$ cat config.mk
export PLATFORM = sky130hd
export DESIGN_NAME = fifo_rr_arbiter
export DESIGN_NICKNAME = d
export VERILOG_FILES = /design/src/rtl/fifo_rr_arbiter_pkg.sv /design/src/rtl/fifo_rr_arbiter_rr_grant.sv /design/src/rtl/fifo_rr_arbiter.sv
export SDC_FILE = /design/constraint.sdc
export NUM_CORES = 1
export LEC_CHECK = 0
export CAP_MARGIN = 20
export CORE_UTILIZATION = 43
export DETAILED_ROUTE_END_ITERATION = 8
export PLACE_DENSITY_LB_ADDON = 0.08
export SYNTH_ARGS = -nofsm -noshare
export SYNTH_HDL_FRONTEND = slang
export SYNTH_SLANG_ARGS = --single-unit
$ cat constraint.sdc
create_clock -name clk -period 1.87 [get_ports clk]
set_input_delay 0.187 -clock clk [delete_from_list [all_inputs] [get_ports clk]]
set_output_delay 0.187 -clock clk [all_outputs]
set_load 0.01 [all_outputs]
$ cat src/rtl/fifo_rr_arbiter_pkg.sv
`default_nettype none
// ============================================================================
// Module   : fifo_rr_arbiter_pkg
// Brief    : Shared FSM state encoding and source identifiers for the
//            lane-FIFO round-robin arbiter.
// Revision : 1.0 - initial release
// ============================================================================
package fifo_rr_arbiter_pkg;

  // Arbiter FSM states, encoding fixed so it can be probed in the lab
  typedef enum logic [1:0] {
    IDLE   = 2'd0,
    ACTIVE = 2'd1,
    HOLD   = 2'd2
  } arb_state_t;

  // Source identifiers carried alongside an in-flight pop
  localparam logic c_SRC_D0 = 1'b0;
  localparam logic c_SRC_D1 = 1'b1;

endpackage : fifo_rr_arbiter_pkg
`default_nettype wire

$ cat src/rtl/fifo_rr_arbiter_rr_grant.sv
`default_nettype none
// ============================================================================
// Module   : fifo_rr_arbiter_rr_grant
// Brief    : Two-way round-robin grant. A source is eligible when its FIFO is
//            non-empty and it was not popped last cycle (the empty flag lags
//            a pop by one cycle). Holds the preferred-source pointer.
// Revision : 1.0 - initial release
// ============================================================================
module fifo_rr_arbiter_rr_grant
  import fifo_rr_arbiter_pkg::*;
(
  input  logic clk,
  input  logic reset_L,
  input  logic i_init,
  input  logic i_enable,
  input  logic i_empty_d0,
  input  logic i_empty_d1,
  input  logic i_popped_d0,
  input  logic i_popped_d1,
  output logic o_grant_valid,
  output logic o_grant_src
);

  logic w_elig_d0;
  logic w_elig_d1;
  logic r_pref;

  assign w_elig_d0 = ~i_empty_d0 & ~i_popped_d0;
  assign w_elig_d1 = ~i_empty_d1 & ~i_popped_d1;

  // Pick a source: preferred one on contention, otherwise whichever is eligible
  always_comb begin
    o_grant_valid = 1'b0;
    o_grant_src   = c_SRC_D0;
    if (i_enable) begin
      if (w_elig_d0 && w_elig_d1) begin
        o_grant_valid = 1'b1;
        o_grant_src   = r_pref;
      end else if (w_elig_d0) begin
        o_grant_valid = 1'b1;
        o_grant_src   = c_SRC_D0;
      end else if (w_elig_d1) begin
        o_grant_valid = 1'b1;
        o_grant_src   = c_SRC_D1;
      end
    end
  end

  // Preference flips to the other source after every grant
  always_ff @(posedge clk or negedge reset_L) begin
    if (!reset_L) begin
      r_pref <= c_SRC_D0;
    end else if (!i_init) begin
      r_pref <= c_SRC_D0;
    end else if (o_grant_valid) begin
      r_pref <= ~o_grant_src;
    end
  end

endmodule : fifo_rr_arbiter_rr_grant
`default_nettype wire

$ cat src/rtl/fifo_rr_arbiter.sv
`default_nettype none
// ============================================================================
// Module   : fifo_rr_arbiter
// Brief    : Pops words from lane FIFOs D0/D1 under round-robin arbitration
//            and pushes them into the downstream FIFO. Pop-to-push latency is
//            two cycles; almost-full stops new pops while in-flight words
//            still land. Counts forwarded words per source and flags pushes
//            into a full downstream FIFO.
// Revision : 1.0 - initial release
// ============================================================================
module fifo_rr_arbiter
  import fifo_rr_arbiter_pkg::*;
#(
  parameter int DATA_WIDTH = 6,
  parameter int CNT_WIDTH  = 8
) (
  input  logic                  clk,
  input  logic                  reset_L,
  input  logic                  init,
  input  logic                  empty_D0,
  input  logic                  empty_D1,
  input  logic [DATA_WIDTH-1:0] data_in_D0,
  input  logic [DATA_WIDTH-1:0] data_in_D1,
  input  logic                  almost_full_down,
  input  logic                  full_down,
  output logic                  pop_D0,
  output logic                  pop_D1,
  output logic                  push_down,
  output logic [DATA_WIDTH-1:0] data_out,
  output logic [CNT_WIDTH-1:0]  cnt_D0,
  output logic [CNT_WIDTH-1:0]  cnt_D1,
  output logic                  idle,
  output logic                  error
);

  arb_state_t              r_state;
  logic                    r_pop_d0;
  logic                    r_pop_d1;
  logic                    r_s1_valid;   // FIFO is presenting the popped word
  logic                    r_s1_src;
  logic                    r_push;
  logic [DATA_WIDTH-1:0]   r_data;
  logic [CNT_WIDTH-1:0]    r_cnt_d0;
  logic [CNT_WIDTH-1:0]    r_cnt_d1;
  logic                    r_error;

  logic                    w_issue_en;
  logic                    w_grant_valid;
  logic                    w_grant_src;
  logic                    w_any_ready;
  logic                    w_pop_pending;

  assign w_any_ready   = ~empty_D0 | ~empty_D1;
  assign w_pop_pending = r_pop_d0 | r_pop_d1;
  // Never pop while almost-full so at most two words land after the flag rises
  assign w_issue_en    = (r_state == ACTIVE) && !almost_full_down;

  fifo_rr_arbiter_rr_grant u_rr_grant (
    .clk           (clk),
    .reset_L       (reset_L),
    .i_init        (init),
    .i_enable      (w_issue_en),
    .i_empty_d0    (empty_D0),
    .i_empty_d1    (empty_D1),
    .i_popped_d0   (r_pop_d0),
    .i_popped_d1   (r_pop_d1),
    .o_grant_valid (w_grant_valid),
    .o_grant_src   (w_grant_src)
  );

  // FSM and registered pop strobes
  always_ff @(posedge clk or negedge reset_L) begin
    if (!reset_L) begin
      r_state  <= IDLE;
      r_pop_d0 <= 1'b0;
      r_pop_d1 <= 1'b0;
    end else if (!init) begin
      r_state  <= IDLE;
      r_pop_d0 <= 1'b0;
      r_pop_d1 <= 1'b0;
    end else begin
      r_pop_d0 <= w_grant_valid && (w_grant_src == c_SRC_D0);
      r_pop_d1 <= w_grant_valid && (w_grant_src == c_SRC_D1);
      case (r_state)
        IDLE: begin
          if (w_any_ready && !almost_full_down) r_state <= ACTIVE;
        end
        ACTIVE: begin
          if (almost_full_down)
            r_state <= HOLD;
          else if (!w_any_ready && !w_pop_pending)
            r_state <= IDLE;
        end
        HOLD: begin
          if (!almost_full_down) r_state <= w_any_ready ? ACTIVE : IDLE;
        end
        default: r_state <= IDLE;
      endcase
    end
  end

  // Data pipeline: track the pop for one cycle, then capture and push
  always_ff @(posedge clk or negedge reset_L) begin
    if (!reset_L) begin
      r_s1_valid <= 1'b0;
      r_s1_src   <= c_SRC_D0;
      r_push     <= 1'b0;
      r_data     <= '0;
      r_cnt_d0   <= '0;
      r_cnt_d1   <= '0;
    end else if (!init) begin
      r_s1_valid <= 1'b0;
      r_s1_src   <= c_SRC_D0;
      r_push     <= 1'b0;
      r_data     <= '0;
      r_cnt_d0   <= '0;
      r_cnt_d1   <= '0;
    end else begin
      r_s1_valid <= r_pop_d0 | r_pop_d1;
      r_s1_src   <= r_pop_d1 ? c_SRC_D1 : c_SRC_D0;
      r_push     <= r_s1_valid;
      if (r_s1_valid) begin
        if (r_s1_src == c_SRC_D1) begin
          r_data   <= data_in_D1;
          r_cnt_d1 <= r_cnt_d1 + CNT_WIDTH'(1);
        end else begin
          r_data   <= data_in_D0;
          r_cnt_d0 <= r_cnt_d0 + CNT_WIDTH'(1);
        end
      end
    end
  end

  // Sticky overflow flag: a push was presented to a full downstream FIFO
  always_ff @(posedge clk or negedge reset_L) begin
    if (!reset_L) begin
      r_error <= 1'b0;
    end else if (!init) begin
      r_error <= 1'b0;
    end else if (r_push && full_down) begin
      r_error <= 1'b1;
    end
  end

  assign pop_D0    = r_pop_d0;
  assign pop_D1    = r_pop_d1;
  assign push_down = r_push;
  assign data_out  = r_data;
  assign cnt_D0    = r_cnt_d0;
  assign cnt_D1    = r_cnt_d1;
  assign error     = r_error;
  assign idle      = (r_state == IDLE) && !r_pop_d0 && !r_pop_d1 && !r_s1_valid;

endmodule : fifo_rr_arbiter
`default_nettype wire

==> impl_metrics.tcl <==
set metrics [dict create \
    status "completed" \
    syn_nets 158 \
    cp-start-kind "flop" \
    final_nets 207 \
    yosysWarnings 0 \
    die_area_sq_um 3840 \
    synthesis.area_sq_um 1550 \
    clockBufferDepth 2 \
    synth_cell_types 31 \
    routed_via_density 5.10 \
    fin_area_sq_um 2120 \
    period_share_pct 86.2 \
    drive_gt1_share_pct 11.2 \
    cts.htree.levels 2 \
    antenna_found_initial 0 \
    grt_pass1_vias 1120 \
    area_growth_pct 37.4 \
    setup_tns_ns 0 \
    crit_path_end_kind "output port" \
    start_util_pct 45.6 \
    worstPathArrival_ns 1.42 \
    synth_seq_area_share_pct 50.2 \
    reg2reg_depth 4 \
    tritoncts "done" \
    placedInstanceArea_sq_um 2060 \
    post-place-ws_ns 0.297 \
    syn_inst 137 \
    yosysTopAreaCell "dfrtp_1" \
    drv_cap 0 \
    fmax_ghz 0.621 \
    setup-violations-final 0 \
    drt-initial-drc-count 40 \
    core_area_sq_um 3390 \
    path_clk_slew_ns 0.09 \
    r2r_slack_ns 0.35 \
    crit_fanout 5 \
    grt_start_max_net_pins 32 \
    ir_drop_uv 328 \
    netlist_top_cells_area "dfrtp_1 (50%), and2_1 (6.1%), xor2_1 (4.5%), xnor2_1 (4.0%), mux2i_1 (3.9%)" \
    diodes 0 \
    max_slew_margin_pct 62.1 \
    gp_congestion 0.767 \
    root_buffer "clkbuf_4" \
    crit_type "flop to output port" \
    power.density_nw_per_um2 578 \
    pin_count 46 \
    die_x_um 61.9 \
    grt_first_pass_wirelength_um 4860 \
    finalHoldViolCount 0 \
    fin_worst_skew_ns 0.00413 \
    cts.sinks 31 \
    worstHoldPathType "input port to asynchronous set/reset pin" \
    fp-row-count 21 \
    p_leak_uw 0.00101 \
    tightest_slew_ns 0.568 \
    rsz0062_at_grt "no" \
    port_buffers 45 \
    maxSlewViolCount 0 \
    drc 0 \
    synth-seq-cells 31 \
    dr.pass1.iters 4 \
    yosysTopAreaCellShare_pct 50.2 \
    gr-total-overflow 0 \
    final_cell_mix "clkdlybuf4s50_1 (44), dfrtp_1 (31), nand2_1 (16)" \
    cts_inserted_buffers 5 \
    dp_hpwl_um 2140 \
    vias 1189 \
    period_minus_slack_ns 1.61 \
    setup_slack_ns 0.259 \
    required_ns 1.68 \
    clock_latency_ns 0.32 \
    post_drt_wl_per_cell_um 12.7 \
    die_h_um 61.9 \
    ant_nets 0 \
    layout_commonest_cell "clkdlybuf4s50_1" \
    grt_util_all_layers_pct 17.5 \
    routed_wl_um 2950 \
    synth_area_per_cell_sq_um 11.3 \
]
-- cells by family (layout without fill, tap and decap cells) --
logic type / Yosys count / count (layout) / synth area share, %
AND/OR/NAND/NOR: 56 / 56 / 21.2
XOR/XNOR: 15 / 15 / 8.50
multiplexers: 6 / 6 / 3.89
buffers and inverters: 7 / 57 / 2.59
AO/OA/AOI/OAI: 20 / 20 / 12.0
adder cells (fa/ha/maj): 2 / 2 / 1.62
flip-flops: 31 / 31 / 50.2
-- state kept, by name (all words and copies together) (netlist names) --
signal             count
push_down              1
u_rr_grant.r_pref      1
cnt_D0                 8
cnt_D1                 8
error                  1
r_state                2
pop_D0                 1
data_out               6
r_s1_valid             1
r_s1_src               1
pop_D1                 1
-- path summary, 6_finish.rpt --
path                              startpoint          end
max in group asynchronous            reset_L  data_out[4]
min in group clk                    empty_D1       pop_D1
hold / removal                       reset_L    cnt_D0[6]
setup reg to reg                    r_s1_src    cnt_D1[6]
setup / recovery                      pop_D0         idle
hold reg to reg            u_rr_grant.r_pref       pop_D0
-- final cells by class --
type / instances / area (sq um)
clock buffers: 8 / 68.8
fillers: 284 / 1270
multi-input cells: 99 / 729
flip-flops and latches: 31 / 776
well taps: 46 / 57.6
repair buffers: 49 / 492
-- synth_stat cells (all sizes together) --
| library cell | count |
|---|---|
| a2111oi | 1 |
| a211oi | 4 |
| a21boi | 4 |
| a21oi | 3 |
| a221o | 1 |
| and2 | 15 |
| and3 | 5 |
| buf | 4 |
| clkbuf | 3 |
| dfrtp | 31 |
| ha | 2 |
| mux2i | 6 |
| nand2 | 17 |
| nand2b | 1 |
| nand3 | 4 |
| nand4 | 4 |
| nor2 | 2 |
| nor2b | 4 |
| nor3 | 1 |
| nor3b | 1 |
| nor4 | 1 |
| nor4b | 1 |
| o211a | 6 |
| o21ai | 1 |
| xnor2 | 7 |
| xor2 | 8 |
-- per-stage QoR --
stage               util (%)  std cells  total power [uW]  hold WS (ns)
finish                  62.6        233              1230         0.247
global route            62.6        233              1280         0.276
CTS                     62.6        233              1240         0.250
detailed placement      60.6        225               806         0.494
global placement        60.6        225               804         0.487
floorplan                  -        137               730        -0.109
-- report_power, final --
group	leakage, uW	switching [uW]	internal, uW
Sequential	0.000431	5.72	676
Combinational	0.000535	46.6	61.4
Clock	0.0000386	216	221
Total	0.00101	268	958
-- what timing repair did --
item,in CTS,in global routing
setup endpoints to repair,1,0
setup buffers,0,0
resized for setup,1,0
hold buffers,0,0
-- worst max-delay path, stage by stage (launching register included) --
cell           delay [ns]
dfrtp_1              0.43
nor2_1               0.15
nor4b_1              0.22
dlygate4sd2_1        0.31
-- per-layer routing --
layer | routed length (um) | part of all wire [%] | vias to the layer above | global-route usage, %
met1 | 1290 | 44 | 560 | 20.8
met5 | 0 | 0 | - | 0
li1 | - | - | 578 | -
met2 | 1430 | 48 | 44 | 28.1
met3 | 190 | 6.4 | 7 | 6.83
met4 | 40 | 1.4 | 0 | 7.62
No activity file was read; power rests on OpenSTA's default activity.
